### src/rtl/rgb2hsv_pipe.sv
// rtl/rgb2hsv_pipe.sv - streaming RGB888 to packed HSV converter, fixed 11-clock latency
//
// Converts one pixel per clock to {hue[23:15], sat[14:7], val[6:0]} or, with hsv_en low,
// passes the RGB word through unchanged. row/col/pass ride alongside the pixel.
//
// Ports:
//   clk        pixel clock
//   rst_n      asynchronous active-low reset, clears every pipeline register
//   hsv_en     1 = convert, 0 = bypass; travels down the pipe with its pixel
//   valid_in   input sample valid (0 inserts a bubble)
//   row_in     pixel row
//   col_in     pixel column
//   pixel_in   {R, G, B}
//   pass_in    side-channel word, delayed untouched
//   valid_out  output sample valid
//   row_out    row_in delayed LATENCY clocks
//   col_out    col_in delayed LATENCY clocks
//   pixel_out  {H 0..359, S, V[7:1]} or bypassed RGB
//   pass_thru  pass_in delayed LATENCY clocks
//
// Stage map: 1 input register, 2 max/min/sector, 3..10 one quotient bit per stage
// for both dividers, 11 hue assembly and output register.
module rgb2hsv_pipe #(
    parameter int LATENCY = 11,
    parameter int PW      = 24
) (
    input  logic          clk,
    input  logic          rst_n,
    input  logic          hsv_en,
    input  logic          valid_in,
    input  logic [12:0]   row_in,
    input  logic [12:0]   col_in,
    input  logic [23:0]   pixel_in,
    input  logic [PW-1:0] pass_in,
    output logic          valid_out,
    output logic [12:0]   row_out,
    output logic [12:0]   col_out,
    output logic [23:0]   pixel_out,
    output logic [PW-1:0] pass_thru
);
    localparam int DIV_STAGES = 8;
    localparam int LAST       = DIV_STAGES - 1;

    // Sideband delay lines. Index 0 is the stage-1 register. valid/row/col/pass run the
    // full depth; mode and raw pixel only need to reach the stage-11 assembly logic.
    logic [LATENCY-1:0]          valid_pipe;
    logic [LATENCY-1:0][12:0]    row_pipe;
    logic [LATENCY-1:0][12:0]    col_pipe;
    logic [LATENCY-1:0][PW-1:0]  pass_pipe;
    logic [LATENCY-2:0]          en_pipe;
    logic [LATENCY-2:0][23:0]    pix_pipe;

    always_ff @(posedge clk or negedge rst_n) begin
        if (!rst_n) begin
            valid_pipe <= '0;
            row_pipe   <= '0;
            col_pipe   <= '0;
            pass_pipe  <= '0;
            en_pipe    <= '0;
            pix_pipe   <= '0;
        end else begin
            valid_pipe <= {valid_pipe[LATENCY-2:0], valid_in};
            row_pipe   <= {row_pipe[LATENCY-2:0], row_in};
            col_pipe   <= {col_pipe[LATENCY-2:0], col_in};
            pass_pipe  <= {pass_pipe[LATENCY-2:0], pass_in};
            en_pipe    <= {en_pipe[LATENCY-3:0], hsv_en};
            pix_pipe   <= {pix_pipe[LATENCY-3:0], pixel_in};
        end
    end

    assign valid_out = valid_pipe[LATENCY-1];
    assign row_out   = row_pipe[LATENCY-1];
    assign col_out   = col_pipe[LATENCY-1];
    assign pass_thru = pass_pipe[LATENCY-1];

    // ---------------- Stage 2: max, min, sector, signed numerator ----------------
    logic [7:0] r1, g1, b1;
    logic [7:0] mx_c, mn_c, an_c;
    logic [1:0] sec_c;
    logic [8:0] num_c;

    assign {r1, g1, b1} = pix_pipe[0];

    // Comparisons use >= so ties fall to the earlier sector (R, then G, then B).
    always_comb begin
        mx_c  = r1;
        sec_c = 2'd0;
        num_c = {1'b0, g1} - {1'b0, b1};
        if (r1 >= g1 && r1 >= b1) begin
            mx_c  = r1;
        end else if (g1 >= b1) begin
            mx_c  = g1;
            sec_c = 2'd1;
            num_c = {1'b0, b1} - {1'b0, r1};
        end else begin
            mx_c  = b1;
            sec_c = 2'd2;
            num_c = {1'b0, r1} - {1'b0, g1};
        end
        mn_c = r1;
        if (g1 < mn_c) mn_c = g1;
        if (b1 < mn_c) mn_c = b1;
        // |num| never exceeds 255, so two's-complement negate of the low byte suffices.
        an_c = num_c[8] ? (~num_c[7:0] + 8'd1) : num_c[7:0];
    end

    logic [7:0] s2_mx, s2_dl, s2_an;
    logic [1:0] s2_sec;
    logic       s2_ng;

    always_ff @(posedge clk or negedge rst_n) begin
        if (!rst_n) begin
            s2_mx  <= '0;
            s2_dl  <= '0;
            s2_an  <= '0;
            s2_sec <= '0;
            s2_ng  <= 1'b0;
        end else begin
            s2_mx  <= mx_c;
            s2_dl  <= mx_c - mn_c;
            s2_an  <= an_c;
            s2_sec <= sec_c;
            s2_ng  <= num_c[8];
        end
    end

    // ---------------- Stages 3..10: restoring dividers ----------------
    // Both quotients are known to be < 256 (|num| <= delta, delta <= max), so the upper
    // dividend byte is already a valid partial remainder and only the low 8 bits need
    // to be brought down, one per stage. The low-byte register shrinks by a bit each
    // stage and the quotient grows by one. Division by zero (grey pixel) produces
    // garbage that the assembly stage discards.
    logic [15:0] h_dvd, s_dvd;
    assign h_dvd = 16'd60  * {8'd0, s2_an};
    assign s_dvd = 16'd255 * {8'd0, s2_dl};

    for (genvar k = 0; k < DIV_STAGES; k++) begin : g_div
        localparam int LW = DIV_STAGES - k;

        logic [7:0]    hr_i, sr_i, dl_i, mx_i;
        logic [LW-1:0] hl_i, sl_i;
        logic [1:0]    sec_i;
        logic          ng_i;
        logic [8:0]    ht, st;
        logic          hb, sb;
        logic [k:0]    hq_n, sq_n;
        logic [k:0]    hq, sq;
        logic [7:0]    dl, mx;
        logic [1:0]    sec;
        logic          ng;

        if (k == 0) begin : g_in
            assign hr_i  = h_dvd[15:8];
            assign hl_i  = h_dvd[7:0];
            assign sr_i  = s_dvd[15:8];
            assign sl_i  = s_dvd[7:0];
            assign dl_i  = s2_dl;
            assign mx_i  = s2_mx;
            assign sec_i = s2_sec;
            assign ng_i  = s2_ng;
            assign hq_n  = hb;
            assign sq_n  = sb;
        end else begin : g_in
            assign hr_i  = g_div[k-1].g_rem.hr;
            assign hl_i  = g_div[k-1].g_rem.hl;
            assign sr_i  = g_div[k-1].g_rem.sr;
            assign sl_i  = g_div[k-1].g_rem.sl;
            assign dl_i  = g_div[k-1].dl;
            assign mx_i  = g_div[k-1].mx;
            assign sec_i = g_div[k-1].sec;
            assign ng_i  = g_div[k-1].ng;
            assign hq_n  = {g_div[k-1].hq, hb};
            assign sq_n  = {g_div[k-1].sq, sb};
        end

        assign ht = {hr_i, hl_i[LW-1]};
        assign st = {sr_i, sl_i[LW-1]};
        assign hb = (ht >= {1'b0, dl_i});
        assign sb = (st >= {1'b0, mx_i});

        always_ff @(posedge clk or negedge rst_n) begin
            if (!rst_n) begin
                hq  <= '0;
                sq  <= '0;
                dl  <= '0;
                mx  <= '0;
                sec <= '0;
                ng  <= 1'b0;
            end else begin
                hq  <= hq_n;
                sq  <= sq_n;
                dl  <= dl_i;
                mx  <= mx_i;
                sec <= sec_i;
                ng  <= ng_i;
            end
        end

        // The last step needs no remainder; only the quotient bit leaves it.
        if (k < LAST) begin : g_rem
            logic [7:0]    hr, sr;
            logic [LW-2:0] hl, sl;

            always_ff @(posedge clk or negedge rst_n) begin
                if (!rst_n) begin
                    hr <= '0;
                    sr <= '0;
                    hl <= '0;
                    sl <= '0;
                end else begin
                    hr <= hb ? (ht[7:0] - dl_i) : ht[7:0];
                    sr <= sb ? (st[7:0] - mx_i) : st[7:0];
                    hl <= hl_i[LW-2:0];
                    sl <= sl_i[LW-2:0];
                end
            end
        end
    end

    // ---------------- Stage 11: hue assembly and output register ----------------
    logic [7:0] qh, qs, dl_f, mx_f;
    logic [1:0] sec_f;
    logic       ng_f, grey;
    logic [8:0] base;
    logic [9:0] hraw;
    logic [8:0] hue;
    logic [7:0] sat;

    assign qh    = g_div[LAST].hq;
    assign qs    = g_div[LAST].sq;
    assign dl_f  = g_div[LAST].dl;
    assign mx_f  = g_div[LAST].mx;
    assign sec_f = g_div[LAST].sec;
    assign ng_f  = g_div[LAST].ng;

    // max == 0 implies delta == 0; testing both keeps S off the divide-by-zero quotient
    // even if the two ever diverge.
    assign grey = (dl_f == 8'd0) || (mx_f == 8'd0);

    always_comb begin
        base = 9'd0;
        case (sec_f)
            2'd1:    base = 9'd120;
            2'd2:    base = 9'd240;
            default: base = 9'd0;
        endcase
        hraw = {1'b0, base} + {2'b00, qh};
        if (ng_f) begin
            hraw = {1'b0, base} - {2'b00, qh};
            // Only the R sector (base 0) can go negative; bring it back into 0..359.
            if (hraw[9]) hraw = hraw + 10'd360;
        end
        hue = (hraw >= 10'd360) ? 9'(hraw - 10'd360) : hraw[8:0];
        sat = qs;
        if (grey) begin
            hue = 9'd0;
            sat = 8'd0;
        end
    end

    always_ff @(posedge clk or negedge rst_n) begin
        if (!rst_n) begin
            pixel_out <= '0;
        end else if (en_pipe[LATENCY-2]) begin
            pixel_out <= {hue, sat, mx_f[7:1]};
        end else begin
            pixel_out <= pix_pipe[LATENCY-2];
        end
    end

endmodule

### config.mk
export PLATFORM = sky130hd
export DESIGN_NAME = rgb2hsv_pipe
export DESIGN_NICKNAME = d
export VERILOG_FILES = /design/src/rtl/rgb2hsv_pipe.sv
export SDC_FILE = /design/constraint.sdc
export NUM_CORES = 1
export LEC_CHECK = 0
export ABC_AREA = 1
export CORE_ASPECT_RATIO = 0.7
export CORE_MARGIN = 1
export CORE_UTILIZATION = 35
export DETAILED_ROUTE_END_ITERATION = 16
export PLACE_DENSITY_LB_ADDON = 0.3
export SLEW_MARGIN = 0
export SYNTH_ARGS = -nofsm -noshare
export SYNTH_HDL_FRONTEND = slang
export SYNTH_SLANG_ARGS = --single-unit
### constraint.sdc
create_clock -name clk -period 5.9 [get_ports clk]
set_input_delay 1.18 -clock clk [delete_from_list [all_inputs] [get_ports clk]]
set_output_delay 1.18 -clock clk [all_outputs]
set_load 0.05 [all_outputs]
==> results_dict.tcl, run 1 <==
set metrics [dict create \
    synthSimpleGateAreaFrac_pct 6.987 \
    crit_type "register to register" \
    ys_ff_latch 1234 \
    die_area_um2 124300 \
    path_delay_family "adder cells" \
    fmax_mhz 180.3 \
    final.min_clock_period_ps 5548 \
    holdBufCountCts 0 \
    drv_cap 0 \
    crit_buf_inv 4 \
    fin_crit_sh_pct 94.03 \
    worstPathMaxFanout 7 \
    syn_to_final_growth_pct 17.00 \
    muxShareOfSynthArea_pct 0.02327 \
    synth_edf_count 0 \
    crit_top_cell "nand2_1" \
    async_reset_ff_share_pct 100.0 \
    final_max_slew_viol_count 0 \
    root_buffer "clkbuf_16" \
    first_pass_iters 5 \
    drcViolationCount 0 \
    avgSynthCellArea_um2 13.65 \
    viasPerCell 4.208 \
    core_um2 121800 \
    routedWlPerCell_um 14.53 \
    grt_pass1_vias 21890 \
    synthAdderAreaFrac_pct 9.279 \
    io_buffers 152 \
    grt_pass1_wl_mm 122.0 \
    yosysMostFrequentCell "dfrtp_1" \
    hp-class "register to register" \
    final_nets 3744 \
    cts.clk_slew.worst_paths_ps 70 \
    synth_warnings 0 \
    tightest_slew_ps 1074 \
    cp-start-kind "register" \
    finalSetupViolCount 0 \
    grt_max_degree 161 \
    final.setup_skew_ps 54.29 \
    synth_top_family_by_area "adder cells" \
    grt_usage_pct 12.43 \
    status "complete, no violations" \
    die_w_um 421.0 \
    cts_made_buffers 110 \
    cts_tree "done" \
    synth.cell_area_um2 43010 \
    max_slew_margin_pct 28.33 \
    num_io_pins 153 \
    cts_max_path_buffers 3 \
    synthXorXnorAreaFrac_pct 2.301 \
    setup_tns_ps 0 \
    clock_latency_ps 720 \
    drive_above_1_share_pct 8.973 \
    arrival_ps 6150 \
    die_h_um 295.3 \
    antenna_found_initial 6 \
    synth_top_area_cell "dfrtp_1" \
    hpwlAfterDp_mm 51.98 \
    ant_nets 0 \
    gr-total-overflow 0 \
    synthCells 3152 \
    endpoint_kind "register" \
    worst_path_max_delay_cell "fa_1" \
    yosysUniqueCellTypes 49 \
    vias 21470 \
    hold_viol_final 0 \
    wl_mm 74.12 \
    first_iter_violations 1578 \
    cp_cell_sequence "fa_1 -> inv_1 -> fa_1 -> inv_1 -> ha_1 -> xor2_1 -> fa_1 -> inv_1 -> ha_1 -> inv_1 -> o21ai_0 -> xor2_1 -> ha_1 -> nand3_1 -> nand2_1 -> nand2_1 -> nand2_1 -> a21o_1 -> nand2_1 -> nand2_1 -> a21o_1 -> a21oi_4 -> nand2_4 -> o21ai_0" \
    ctsHtreeMaxLevel 3 \
    seq_area_frac_synth_pct 71.79 \
    cp_slowest_stage_delay_ps 560 \
    synth.area.top_cells "dfrtp_1 72%, ha_1 6.7%, inv_1 3.3%, nand2_1 2.9%, fa_1 2.6%" \
    start_util_pct 35.31 \
    row_count 107 \
    yosysTopAreaCellShare_pct 71.79 \
    place_congestion 0.8782 \
    synth-compound-area-share_pct 4.916 \
    syn_nets 3516 \
    synth_common_cells "1234 x dfrtp_1, 381 x inv_1, 336 x nand2_1" \
    synth_flop_cell "dfrtp_1" \
    critPathRequiredTime_ps 6500 \
    clock_sinks 1234 \
]
repair_timing:
| item | 4_1_cts | 5_1_grt |
|---|---|---|
| setup buffers | 0 | 5 |
| gates resized for setup | 0 | 22 |
| endpoints found under the setup margin | 0 | 9 |
state kept, by name, indices dropped and copies added, names as in the netlist, 50 cells and up:
register	cells
pass_pipe	240
g_div.dl	50
col_pipe	130
pix_pipe	224
g_div.mx	64
g_div.g_rem.hr	56
row_pipe	130
g_div.g_rem.sr	56
path summary, 6_finish.rpt:
| path | startpoint | end | slack (ps) | cells past startpoint |
|---|---|---|---|---|
| max in group asynchronous | rst_n | g_div[0].sec_i[0] | 4010 | 2 |
| max | g_div[0].dl_i[6] | g_div[0].g_rem.sr[7] | 350 | 24 |
| min | pix_pipe[36] | pix_pipe[60] | 310 | 0 |
| max reg2reg | g_div[0].dl_i[6] | g_div[0].g_rem.sr[7] | 350 | 24 |
| min reg2reg | pix_pipe[36] | pix_pipe[60] | 310 | 0 |
| min in group asynchronous | rst_n | pass_thru[11] | 490 | 1 |
cell type report:
type / count / area [um^2]
fill: 11210 / 71500
sequential: 1234 / 30880
multi-input combinational: 1458 / 10210
clock buffer: 149 / 3109
tap: 1635 / 2046
timing repair buffer: 191 / 1937
inverter: 385 / 1445
clock inverter: 49 / 691.9
antenna: 1 / 2.502
logic make-up after synthesis:
kind of cell / Yosys count
DFF: 1234
and+or+nand+nor: 690
buffers and inverters: 461
AOI/OAI and AO/OA: 367
adders and majority gates: 286
xor gates and xnor gates: 113
muxes: 1
cell usage in the layout, fill, tap and decap left out, types with 5 or more instances in the layout:
cell	count
a211oi_1	10
a22o_1	8
nand2_1	336
clkdlybuf4s50_1	151
nand3_2	5
xnor2_1	35
nand2_2	25
buf_12	10
o21ai_0	68
nor3_1	33
o21bai_1	9
xor2_1	74
clkinv_2	19
clkbuf_1	18
buf_4	30
clkbuf_16	110
a21o_1	18
nand4_1	23
fa_1	54
nand2_4	6
o21ai_1	26
dfrtp_1	1233
o21ai_2	10
inv_1	381
clkinv_16	6
ha_1	229
a21oi_2	6
bufinv_16	9
nor2_1	151
or2_2	10
a21oi_1	178
clkbuf_8	21
o41ai_1	7
o211ai_1	5
nand3_1	79
nor2_2	10
through the flow:
stage | cells | utilization, % | hold slack [ps] | area (um^2) | worst slack, ps
2_1_floorplan | 3152 | - | 331.2 | 43010 | 472.9
3_3_place_gp | 4897 | 38.07 | 331.1 | 46380 | 168.7
3_5_place_dp | 4897 | 38.07 | 334.7 | 46380 | 100.1
4_1_cts | 5095 | 41.19 | 301.1 | 50180 | 106.7
5_1_grt | 5101 | 41.31 | 306.1 | 50320 | -37.79
6_report | 5102 | 41.31 | 311.1 | 50330 | 352.2
metal layers:
metal	GRT usage [%]	up-vias	share of wire, %
met3	2.613	108	4.5
met2	17.15	364	41
li1	-	10460	-
met1	19.47	10540	52
met4	3.570	0	2.0
met5	0	-	0
Power of run 1 is left out: the tool's default activity adds up to more than one toggle a clock period on the data nets, which glitch-free logic cannot reach.
==> run 2: changes to the inputs <==
Settings changed: GPL_ROUTABILITY_DRIVEN from default to 0, PLACE_DENSITY from default to 0.61, PLACE_DENSITY_LB_ADDON 0.3 to default.
Clock period 5.9 ns to 6.4 ns, I/O delays scaled along.
==> results_dict.tcl, run 2 (same netlist as run 1, synthesis figures left out) <==
set metrics [dict create \
    start_util_pct 35.31 \
    most-common-layout-cells "1234 x dfrtp_1, 381 x inv_1, 336 x nand2_1" \
    placed_area_um2 46180 \
    finalSetupViolCount 0 \
    timing.rr.start "g_div[0].dl_i[4]" \
    crit_top_cell "nand2_1" \
    fin_cells 5086 \
    grt_usage_pct 12.26 \
    syn_to_final_growth_pct 16.80 \
    crit_end "g_div[0].g_rem.sr[4]" \
    design_area_um2 50240 \
    fillCellCount 11030 \
    num_io_pins 153 \
    status "complete, no violations" \
    layout_commonest_cell "dfrtp_1" \
    die_h_um 295.3 \
    setup_tns_ps 0 \
    hpwlAfterDp_mm 50.10 \
    top_register "pass_pipe" \
    first_pass_iters 5 \
    first_iter_violations 1767 \
    dp.cells 4878 \
    cts_max_path_buffers 3 \
    drv_cap 0 \
    grt_max_degree 180 \
    r2r_end "g_div[0].g_rem.sr[4]" \
    rr_worst_depth 28 \
    endpoint_kind "register" \
    cts_tree "done" \
    gr-total-overflow 0 \
    drcViolationCount 0 \
    vias 21630 \
    ctsHtreeMaxLevel 3 \
    largest_register_ffs 240 \
    cts_made_buffers 110 \
    die_area_um2 124300 \
    holdBufCountCts 0 \
    r2r_slack_ps 470 \
    grt_pass1_wl_mm 121.1 \
    final.min_clock_period_ps 5926 \
    hold_viol_final 0 \
    clock_latency_ps 720 \
    reg.largest.list "pass_pipe: 240 flops, pix_pipe: 224 flops" \
    ant_nets 0 \
    drive_above_1_share_pct 8.261 \
    grt_setup_unrepaired "false" \
    arrival_ps 6470 \
    row_count 107 \
    fin_crit_sh_pct 92.60 \
    hp-class "register to register" \
    antenna_found_initial 7 \
    crit_type "register to register" \
    wl_mm 73.15 \
    die_w_um 421.0 \
    clock_sinks 1234 \
    cp_slowest_stage_delay_ps 580 \
    io_buffers 152 \
    fmax_mhz 168.7 \
    max_slew_margin_pct 29.63 \
    worst_path_max_delay_cell "fa_1" \
    worstPathMaxFanout 15 \
    grt_pass1_vias 22150 \
    routedWlPerCell_um 14.38 \
    cts.clk_slew.worst_paths_ps 70 \
    core_um2 121800 \
    final_nets 3719 \
    cp-start-kind "register" \
    startpoint "g_div[0].dl_i[4]" \
    viasPerCell 4.253 \
    root_buffer "clkbuf_16" \
    tightest_slew_ps 1054 \
    final.setup_skew_ps 57.68 \
    final_max_slew_viol_count 0 \
    critPathRequiredTime_ps 6950 \
]
run 2: how the worst min path moves through the flow:
| stage | depth (start not counted) | endpoint | from |
|---|---|---|---|
| CTS | 0 | pix_pipe[199] | pix_pipe[175] |
| finish | 0 | pix_pipe[128] | pix_pipe[104] |
| global route | 0 | pix_pipe[199] | pix_pipe[175] |
| floorplan | 0 | col_out[0] | col_pipe[117] |
| global placement | 0 | g_div[4].g_rem.sl[1] | g_div[3].g_rem.sl[1] |
| detailed placement | 0 | col_out[8] | col_pipe[125] |
run 2: cell type report:
cell class	count	area (um^2)	area share [%]
Antenna cell	1	2.502	0.004981
Inverter	385	1445	2.877
Tap cell	1635	2046	4.072
Multi-Input combinational cell	1457	10120	20.15
Timing Repair Buffer	167	1694	3.372
Clock buffer	142	3063	6.097
Sequential cell	1234	30880	61.46
Clock inverter	65	987.2	1.965
run 2: worst max-delay path, delay by kind of cell (launching register included):
kind | cells | cell delay [ps]
AND/OR/NAND/NOR | 9 | 770
AO/OA/AOI/OAI | 8 | 1300
adder cells (fa/ha/maj) | 6 | 2790
XOR/XNOR | 1 | 170
flip-flops | 1 | 390
buffers and inverters | 4 | 370
run 2: stage by stage:
step / worst slack [ps] / util [%] / hold WS [ps]
final: 473.5 / 41.24 / 298.0
after global routing: 27.71 / 41.24 / 296.8
after CTS: 314.8 / 41.23 / 289.5
after detailed placement: 318.5 / 37.90 / 334.7
after global placement: 459.8 / 37.90 / 331.1
after floorplan: 972.9 / - / 331.2
run 2: timing repair:
item | in CTS | in global routing
setup buffers | 0 | 0
endpoints found under the setup margin | 0 | 9
hold endpoints to repair | 0 | 0
resized for setup | 0 | 3
run 2: layer usage:
| metal | routed length (um) | track usage, % | share of wire [%] | vias up |
|---|---|---|---|---|
| met5 | 0 | 0 | 0 | - |
| met2 | 30900 | 17.59 | 42 | 447 |
| met3 | 3556 | 2.572 | 4.9 | 108 |
| met4 | 1568 | 3.311 | 2.1 | 0 |
| met1 | 37120 | 18.72 | 51 | 10670 |
| li1 | - | - | - | 10410 |
Power of run 2 is left out for the same reason.
